$ cat config.mk
export PLATFORM = sky130hd
export DESIGN_NAME = prng_share_arbiter
export DESIGN_NICKNAME = d
export VERILOG_FILES = /design/src/rtl/prng_share_arbiter.sv
export SDC_FILE = /design/constraint.sdc
export NUM_CORES = 1
export LEC_CHECK = 0
export CAP_MARGIN = 30
export CORE_ASPECT_RATIO = 1.75
export CORE_MARGIN = 8
export CORE_UTILIZATION = 55
export DETAILED_ROUTE_END_ITERATION = 16
export GPL_ROUTABILITY_DRIVEN = 0
export PLACE_DENSITY = 0.82
export SLEW_MARGIN = 30
export SYNTH_ARGS = -nofsm -noshare
export SYNTH_HDL_FRONTEND = slang
export SYNTH_SLANG_ARGS = --single-unit
$ cat constraint.sdc
create_clock -name clk -period 5.4 [get_ports clk]
set_clock_uncertainty 0.05 [all_clocks]
set_input_delay 1.35 -clock clk [delete_from_list [all_inputs] [get_ports clk]]
set_output_delay 1.35 -clock clk [all_outputs]
set_load 0.005 [all_outputs]
$ cat src/rtl/prng_share_arbiter.sv
// prng_share_arbiter: a single 16-bit LCG noise engine with an output permutation,
// time-shared round-robin between NUM_REQ requesters; one 8-bit value per one-cycle ack.
module prng_share_arbiter #(
  parameter int          NUM_REQ = 3,
  parameter logic [15:0] SEED    = 16'd4356,
  parameter logic [15:0] MULT    = 16'd12829,
  parameter logic [15:0] INC     = 16'd47989
) (
  input  logic               clk,
  input  logic               rst_n,
  input  logic [NUM_REQ-1:0] req,
  output logic [NUM_REQ-1:0] ack,
  output logic [7:0]         rnd_data,
  input  logic               seed_load,
  input  logic [15:0]        seed_in,
  input  logic               frame_start,
  input  logic               frame_lock,
  input  logic               free_run,
  output logic [15:0]        state_out
);

  localparam int          PW        = (NUM_REQ > 1) ? $clog2(NUM_REQ) : 1;
  localparam logic [PW:0] NUM_REQ_W = (PW+1)'(NUM_REQ);
  localparam logic [PW-1:0] LAST_IDX = PW'(NUM_REQ - 1);

  function automatic logic [15:0] lcg_step(input logic [15:0] s);
    logic [15:0] prod;
    prod = s * MULT;
    return prod + INC;
  endfunction

  // Data-dependent xorshift then odd multiply; the top byte carries the best mixing.
  function automatic logic [7:0] permute(input logic [15:0] s);
    logic [3:0]  k;
    logic [15:0] x;
    logic [15:0] y;
    k = {1'b0, s[15:13]} + 4'd3;
    x = (s >> k) ^ s;
    y = x * 16'd62169;
    return y[15:8];
  endfunction

  logic [15:0]        state_q, state_d;
  logic [15:0]        seed_q,  seed_d;
  logic [NUM_REQ-1:0] ack_q,   ack_d;
  logic [7:0]         rnd_q,   rnd_d;
  logic [PW-1:0]      ptr_q,   ptr_d;

  logic [NUM_REQ-1:0] elig_s;
  logic               grant_found_s;
  logic [PW-1:0]      grant_idx_s;

  // A requester is masked during its own ack cycle so it can drop req cleanly.
  assign elig_s = req & ~ack_q;

  // Round-robin search from the pointer, ascending with wrap.
  always_comb begin
    logic [PW:0] sum_w;
    logic [PW:0] idx_w;
    grant_found_s = 1'b0;
    grant_idx_s   = '0;
    for (int i = 0; i < NUM_REQ; i++) begin
      sum_w = {1'b0, ptr_q} + (PW+1)'(i);
      idx_w = (sum_w >= NUM_REQ_W) ? (sum_w - NUM_REQ_W) : sum_w;
      if (!grant_found_s && elig_s[idx_w[PW-1:0]]) begin
        grant_found_s = 1'b1;
        grant_idx_s   = idx_w[PW-1:0];
      end else begin
        grant_found_s = grant_found_s;
      end
    end
  end

  // Engine sequencing: seed load, then locked frame restore, then grant, then idle.
  always_comb begin
    state_d = state_q;
    seed_d  = seed_q;
    ack_d   = '0;
    rnd_d   = rnd_q;
    ptr_d   = ptr_q;
    if (seed_load) begin
      seed_d  = seed_in;
      state_d = seed_in;
    end else if (frame_start && frame_lock) begin
      state_d = seed_q;
    end else if (grant_found_s) begin
      rnd_d   = permute(state_q);
      state_d = lcg_step(state_q);
      ack_d   = NUM_REQ'(1) << grant_idx_s;
      ptr_d   = (grant_idx_s == LAST_IDX) ? '0 : grant_idx_s + PW'(1);
    end else if (free_run) begin
      state_d = lcg_step(state_q);
    end else begin
      state_d = state_q;
    end
  end

  // State registers with synchronous active-low reset.
  always_ff @(posedge clk) begin
    if (!rst_n) begin
      state_q <= SEED;
      seed_q  <= SEED;
      ack_q   <= '0;
      rnd_q   <= 8'd0;
      ptr_q   <= '0;
    end else begin
      state_q <= state_d;
      seed_q  <= seed_d;
      ack_q   <= ack_d;
      rnd_q   <= rnd_d;
      ptr_q   <= ptr_d;
    end
  end

  assign ack       = ack_q;
  assign rnd_data  = rnd_q;
  assign state_out = state_q;

endmodule

# Word level (Yosys, flattened, before mapping)
# Index checks and enable logic that the tools add are counted.
[word_totals] inputBits=25 ff_bits=45 elab_cells=59
[classes] magnitude_cmp=6 addsub=8 eq_ne=1 n_mux=20 reduce_logical=8 shifts=2 bitwise=7 mul=2
[op_table] operator="$mux 16" n=4
[op_table] operator="$add 16x16->16 const B" n=1
[op_table] operator="$mul 16x13->16 const B" n=1
[op_table] operator="$mul 16x14->16 const B" n=1
[op_table] operator="$shr 16x4->16" n=1
[op_table] operator="$xor 16x16->16" n=1
[op_table] operator="$mux 2" n=7
[op_table] operator="$lt 2x3->1 const B" n=3
[op_table] operator="$bmux 1 s2" n=3
[op_table] operator="$ge 3x2->1 const B" n=2
[op_table] operator="$mux 1" n=6
[op_table] operator="$sub 2x2->2 const B" n=3
[op_table] operator="$add 3x2->4 const B" n=1
[op_table] operator="$not 1->1" n=4
[op_table] operator="$reduce_bool 4->1" n=1
[op_table] operator="$reduce_or 4->1" n=1
[op_table] operator="$add 2x1->3 const B" n=1
[op_table] operator="$add 2x2->3 const B" n=1
[op_table] operator="$and 3x3->3" n=1
[op_table] operator="$logic_and 1x1->1" n=3
[op_table] operator="$not 3->3" n=1
[op_table] operator="$reduce_and 3->1" n=1
[op_table] operator="$shl 1x2->3 const A" n=1
[op_table] operator="$add 2x1->2 const B" n=1
[op_table] operator="other kinds (3)" n=4

# Longest topological paths before layout
# Gate-level depths: netlist (run 1).
[depth] ltp_word=14 depth_mapped=24 depth_no_buf=23

# Least setup slack after synthesis (run 1)
# OpenSTA, ideal clock, no wires.
[synth_path] path_kind="reg2reg" startpoint="reg state_q[14] (netlist: state_out[14])" endpoint="reg rnd_q[5] (netlist: rnd_data[5])" synth_period_minus_slack_ns=5.676 t_arrival_ns=5.498 path_buffers=2 path_slack_ns=-0.276 stages_incl_launch_ff=24 required_ns=5.222 cell_sequence="dfxtp_1 -> buf_6 -> clkbuf_1 -> nand2_1 -> o211a_1 -> a21oi_1 -> mux2i_1 -> xnor2_1 -> ha_1 -> inv_1 -> fa_1 -> fa_1 -> inv_1 -> fa_1 -> fa_1 -> inv_1 -> fa_1 -> inv_1 -> ha_1 -> and2_1 -> a311oi_1 -> xnor2_1 -> mux2i_1 -> nor2_1"
[synth_between] elab_chain_len=4
[synth_rtl] item="start: declaration" line="43" text="logic [15:0] state_q, state_d;"
[synth_rtl] item="start signal: assignment" line="107" text="state_q <= state_d;"
[synth_rtl] item="$add 3x2->4" line="37" text="k = {1'b0, s[15:13]} + 4'd3;"
[synth_rtl] item="$shr 16x4->16 (*)" line="38" text="x = (s >> k) ^ s;"
[synth_rtl] item="$xor 16x16->16 (*)" line="38"
[synth_rtl] item="$mul 16x13->16 (*)" line="39" text="y = x * 16'd62169;"
[synth_rtl] item="end signal: assignment" line="110" text="rnd_q <= rnd_d;"
[synth_rtl] item="end: declaration" line="46" text="logic [7:0] rnd_q, rnd_d;"
# Every way passes the cells marked *; elsewhere a longest branch is shown, timed or not.
# A chain may end at the register's enable or synchronous reset.

# Worst setup path after layout (run 1)
[layout_path] startpoint="reg state_q[13] (netlist: state_out[13])" endpoint="reg rnd_q[5] (netlist: rnd_data[5])"
[layout_between] elab_chain_len=4
[layout_rtl] item="$add 3x2->4" line="37"
[layout_rtl] item="$shr 16x4->16" line="38"
[layout_rtl] item="$xor 16x16->16 (*)" line="38"
[layout_rtl] item="$mul 16x13->16 (*)" line="39"
# Marks and branches as above.

==> results by group, run 1 <==
Run status
  – Outcome: complete, but fails checks
  – Violations in the final reports: setup timing

Worst setup path
  – Family with the most delay on the worst path: adder cells
  – Buf/Inv on CP: 6
  – CP Launch Point: state_out[13]
  – Worst r2r src: state_out[13]
  – Crit-path max FO: 8
  – Internal reg-to-reg setup slack: -0.12 ns
  – Critical path, cell by cell: buf_12 -> mux4_2 -> o21ai_2 -> xor2_2 -> inv_2 -> ha_4 -> inv_1 -> fa_1 -> inv_1 -> ha_4 -> fa_1 -> fa_1 -> inv_2 -> fa_1 -> inv_2 -> ha_4 -> and2_4 -> a311oi_2 -> xnor2_1 -> mux2i_1 -> nor2_1
  – Critical path class: flop to flop
  – Worst path slowest cell: mux4_2
  – Cell depth of the worst setup path: 21
  – Crit-path max cell delay: 0.54 ns
  – Worst R2R Path Depth: 21
  – Most used cell, CP: fa_1
  – WP data required: 5.55 ns
  – Critical path arrival: 5.67 ns
  – Critical path endpoint category: flop
  – Critical path launch point type: flop
  – Reg-to-Reg End: rnd_data[5]

Route
  – Final ANT Viol Nets: 0
  – First-pass detailed-route iteration total: 5
  – 1st-iter DRT viols: 289
  – DRC viols: 0
  – Vias per cell: between 5 and 6
  – Post-Route WL: 19.4 mm
  – DR WL/cell: 20.1 µm
  – Vias: 5637

GRT
  – Number of global-route vias before repair: 6102
  – Largest net degree at the start of global routing: 31
  – Global-route wire length before repair: between 20 and 30 mm
  – Grt total ovfl: 0
  – Total Routing Usage GR: roughly 22%
  – Initial antenna violation count: 0

STA
  – Worst hold slack: between 0.4 and 0.5 ns
  – Final setup fails: 3
  – Fmax: 0.181 GHz
  – Final WS setup: -0.122 ns
  – Worst slew margin: 40.3%
  – Slew Viols, Final: 0
  – Final clock period utilization by the worst path: 102%
  – Final Hold Vio Count: 0
  – RSZ-0062 raised after global routing: true
  – Post-layout min period: 5.52 ns
  – Slew at the pin closest to its max-slew limit: approximately 0.89 ns

Clock tree
  – Root Buffer: clkbuf_16
  – Clock Path Buffers: 2
  – CTS tree: built
  – Total CTS buffers: 5
  – Clock sink count: 45
  – Reg clk slew, reported paths: 0.06 ns
  – H-tree levels: 2
  – Clk_lat worst skew: 0.29 ns

Placement
  – I/O Buffers: 51
  – Setup WS pre-CTS: -0.227 ns
  – HPWL Detailed: around 14 mm

Synth
  – Area contributors post-synth: ha_1, fa_1, dfxtp_1
  – Sequential area share after synthesis: between 10% and 20%
  – Area leader, netlist: ha_1
  – Mapped Cells: 726
  – Avg Synthesized Cell Area: 9.12 µm²
  – Mapped Area: 6620 µm²
  – Post-synth cell types: 60
  – Net Count, Synth: 933
  – Asr flop ratio synth: 0%
  – Synth Warn #: 0
  – Yosys reg bits: 45
  – Share of the synthesized area in the top cell type: a little over a fifth
  – Primary FF master, synth: dfxtp_1
  – EDFF count, synth: 0

Finish
  – Filler cell count: 829
  – Seq. cell area: 911 µm²
  – Footprint of the multi-input gates: 5450 µm²
  – Fraction of layout cells with a size suffix above 1: 20.0%
  – P&R area growth vs syn: 25.7%
  – Final #Nets: 1035
  – Ant. Diodes: 0

Floorplan
  – I/O pins: 52
  – Site row count: 53
  – Std-Cell Core Area: 11900 µm²
  – Starting density of the core: 55.7%
  – Die X: 98.9 µm
  – Die area: 15900 µm²
  – DIE HEIGHT: about 160 µm

Worst hold path
  – Hold Crit Class: flop to flop
  – HP Start: seed_q[3]
  – Hold Path Depth: 2
  – Hold Path Sink: seed_q[3]

Run
  – Total of max-cap violations: 0
## layout by cell type (no fill, tap or decap), types with 18 or more instances in the layout
cell and count:
fa_1 60, mux2i_1 21, inv_1 137, nand2_1 44, xnor2_1 36, clkdlybuf4s50_1 51, dfxtp_1 41, buf_4 62
nor2_1 31, ha_4 18, ha_1 96, a21oi_1 26
## cell families (layout without fill, tap and decap cells)
logic type,Yosys count,in the layout,synth area share [%]
fa+ha+maj,184,184,42.3
buf+inv,177,280,10.7
simple gates,125,125,8.92
compound gates,108,108,10.7
xor+xnor,54,54,7.79
flops,45,45,13.6
mux,33,33,5.94
## sequential cells by signal, summed over array words and instances, names as in the netlist
name	count
seed_q	16
rnd_data	8
ptr_q	2
state_out	16
ack	3
## through the flow
step	setup TNS (ns)	cells	instance area [µm²]	util [%]
global route	-1.15	966	8320	70.1
floorplan	-0.000255	726	6720	-
finish	-0.303	966	8320	70.1
global placement	-0.174	942	7670	64.6
detailed placement	-0.474	942	7670	64.6
CTS	0	958	7940	66.9
## worst min-delay path, delay by kind of cell, from the launching register on
family           cells  cell delay [ns]
AND/OR/NAND/NOR      1             0.06
AO/OA/AOI/OAI        1             0.05
flip-flops           1             0.31
## cell usage after synthesis (all sizes together), types with 2 or more instances
library cell,n
o211ai,6
o31ai,2
buf,8
nor3,11
and2,5
a21oi,30
nor4,3
or3,2
nand3b,3
ha,115
mux2i,25
o221ai,6
nand2,44
xnor3,2
a21o,6
mux2,4
nor2,32
inv,152
fa,67
mux4,4
clkbuf,17
o21a,2
o21bai,4
nand3,5
o21ai,20
a211oi,14
dfxtp,45
maj3,2
nor2b,2
a31oi,7
xor2,9
nand2b,12
xnor2,43
## cell type report
class | instances | share of cell area, %
Clock buffer | 6 | 1.55
Clock inverter | 2 | 0.120
Inverter | 152 | 6.95
Multi-Input combinational cell | 504 | 65.5
Sequential cell | 45 | 11.0
Tap cell | 137 | 2.06
Timing Repair Buffer | 120 | 12.9
## timing repair
item	CTS	global route
hold buffers	0	0
endpoints found under the setup margin	4	6
buffers inserted	8	9
resized for setup	18	69
pin swaps	23	55
## routing by layer
| layer | vias to the layer above | wire length, µm | track usage (%) | share of wire [%] |
|---|---|---|---|---|
| met5 | - | 0 | 0 | 0 |
| met4 | 0 | 1200 | 13.8 | 6.2 |
| met3 | 77 | 791 | 2.63 | 4.1 |
| met2 | 218 | 10500 | 41.6 | 54 |
| met1 | 2768 | 6940 | 22.0 | 36 |
| li1 | 2574 | - | - | - |
## worst max path at each step
stage	end
after CTS	rnd_data[7]
after global routing	rnd_data[5]
final	rnd_data[5]
after floorplan	rnd_data[5]
after global placement	rnd_data[7]
after detailed placement	rnd_data[7]
Power of run 1 is left out: the tool's default activity adds up to more than one toggle a clock period on the data nets, which glitch-free logic cannot reach.
==> inputs of run 2 (changes only) <==
- REMOVE_ABC_BUFFERS: not set -> 1
==> run 2 against run 1 <==
The flow still finishes with violations (setup timing). Register-to-register slack improved by 0.03 ns. Worst setup slack improved by 0.028 ns. Global-route usage rose by 0.12 points. First-iteration DRC count fell by 13%. Maximum frequency rose by 0.50%. Wire length fell by 2.3%. Critical path type unchanged. Largest cell class unchanged.
==> results by group, run 2 (synthesis results as in run 1) <==
STA
  – Post-layout min period: 5.49 ns
  – Slew at the pin closest to its max-slew limit: 0.716 ns
  – Final clock period utilization by the worst path: 102%
  – Final setup fails: 2
  – RSZ-0062 raised after global routing: true
  – Worst slew margin: around 52%
  – Fmax: 0.182 GHz
  – Final Hold Vio Count: 0
  – Slew Viols, Final: 0
  – Final WS setup: -0.0942 ns

Placement
  – Placed cell area: 7640 µm²
  – I/O Buffers: 51
  – HPWL Detailed: 13.9 mm

Route
  – First-pass detailed-route iteration total: 5
  – Post-Route WL: 19.0 mm
  – DR WL/cell: about 19 µm
  – Final ANT Viol Nets: 0
  – Vias per cell: 5.81
  – 1st-iter DRT viols: 250
  – DRC viols: 0
  – Vias: 5651

GRT
  – Met1 usage: 21.9%
  – M2 GR Usage: 41.8%
  – Number of global-route vias before repair: about 5900
  – Initial antenna violation count: 0
  – Global-route wire length before repair: 28.2 mm
  – Total Routing Usage GR: 22.1%
  – Grt total ovfl: 0
  – Largest net degree at the start of global routing: 31
  – Busiest grt layer: met2
  – GR Util met3: 1.81%

Clock tree
  – Clk_lat worst skew: 0.28 ns
  – CTS tree: built
  – Clock Path Buffers: 2
  – CTS Hold Bufs: 0
  – Clock sink count: 45
  – Root Buffer: clkbuf_16
  – H-tree levels: 2
  – Reg clk slew, reported paths: 0.06 ns
  – Total CTS buffers: 5

Finish
  – Final #Nets: 1042
  – Ant. Diodes: 0
  – Design area: around 8300 µm²
  – Fraction of layout cells with a size suffix above 1: 19.9%
  – P&R area growth vs syn: 25.3%
  – Most frequent cells in the layout: inv_1, ha_1, buf_4
  – Most common cell after layout, fill and taps aside: inv_1

Floorplan
  – I/O pins: 52
  – Die area: 15900 µm²
  – Die X: 98.9 µm
  – Starting density of the core: a little under three fifths
  – Site row count: 53
  – Std-Cell Core Area: 11900 µm²
  – DIE HEIGHT: 161 µm

Worst setup path
  – Critical path launch point type: flop
  – Worst R2R Path Depth: 20
  – Critical path endpoint category: flop
  – Critical path arrival: 5.59 ns
  – Crit-path max FO: 6
  – Worst r2r src: state_out[14]
  – Critical path class: flop to flop
  – Internal reg-to-reg setup slack: -0.09 ns
  – WP data required: 5.49 ns
  – Reg-to-Reg End: rnd_data[7]

Worst hold path
  – Hold Path Sink: seed_q[13]
  – Hold Crit Class: flop to flop
  – HP Start: seed_q[13]
  – Hold Path Depth: 2

Run
  – Total of max-cap violations: 0

Run status
  – Outcome: complete, but fails checks
  – Violations in the final reports: setup timing
-- run 2: cell type report --
class,count,area (µm²)
inverter,152,578
timing repair buffer,127,1110
multi-input combinational,504,5380
clock buffer,5,125
clock inverter,3,17.5
tap,137,171
fill,831,3580
sequential,45,910
-- run 2: worst max path at each step --
stage	start	endpoint	cells after the start
6_report	state_out[14]	rnd_data[7]	20
3_5_place_dp	state_out[14]	rnd_data[7]	21
2_1_floorplan	state_out[14]	rnd_data[5]	20
4_1_cts	state_out[14]	rnd_data[7]	23
5_1_grt	state_out[14]	rnd_data[5]	22
3_3_place_gp	state_out[14]	rnd_data[5]	20
-- run 2: what timing repair did --
action,4_1_cts,5_1_grt
endpoints found under the hold margin,0,0
pin swaps,26,50
gates resized for setup,34,62
setup endpoints to repair,5,8
buffers inserted,9,3
-- run 2: critical path: stages (launching register included) --
cell and delay [ns]:
dfxtp_4 0.39, mux2_4 0.34, mux2i_4 0.19, o21ai_1 0.12
xor2_1 0.31, ha_2 0.38, fa_1 0.53, inv_2 0.04
fa_2 0.52, inv_2 0.03, fa_1 0.49, inv_2 0.06
fa_2 0.60, inv_2 0.06, ha_4 0.24, ha_4 0.16
or3_1 0.38, o21ai_1 0.11, a21oi_2 0.05, xnor2_1 0.21
a211oi_2 0.09
-- run 2: metal layers --
metal  routed length (µm)  vias to the layer above
li1                     -                     2596
met1                 6630                     2781
met2                10300                      189
met3                  621                       85
met4                 1450                        0
met5                    0                        -
-- run 2: stage by stage --
stage | hold slack (ns) | util [%] | setup TNS [ns] | cells | worst slack, ns
floorplan | 0.382 | - | -0.899 | 701 | -0.420
global placement | 0.402 | 64.4 | -0.488 | 953 | -0.240
detailed placement | 0.405 | 64.4 | -0.913 | 953 | -0.391
CTS | 0.415 | 67.2 | 0 | 970 | 0.00502
global route | 0.429 | 69.9 | -0.824 | 973 | -0.237
finish | 0.416 | 69.9 | -0.152 | 973 | -0.0942
Power of run 2 is left out for the same reason.
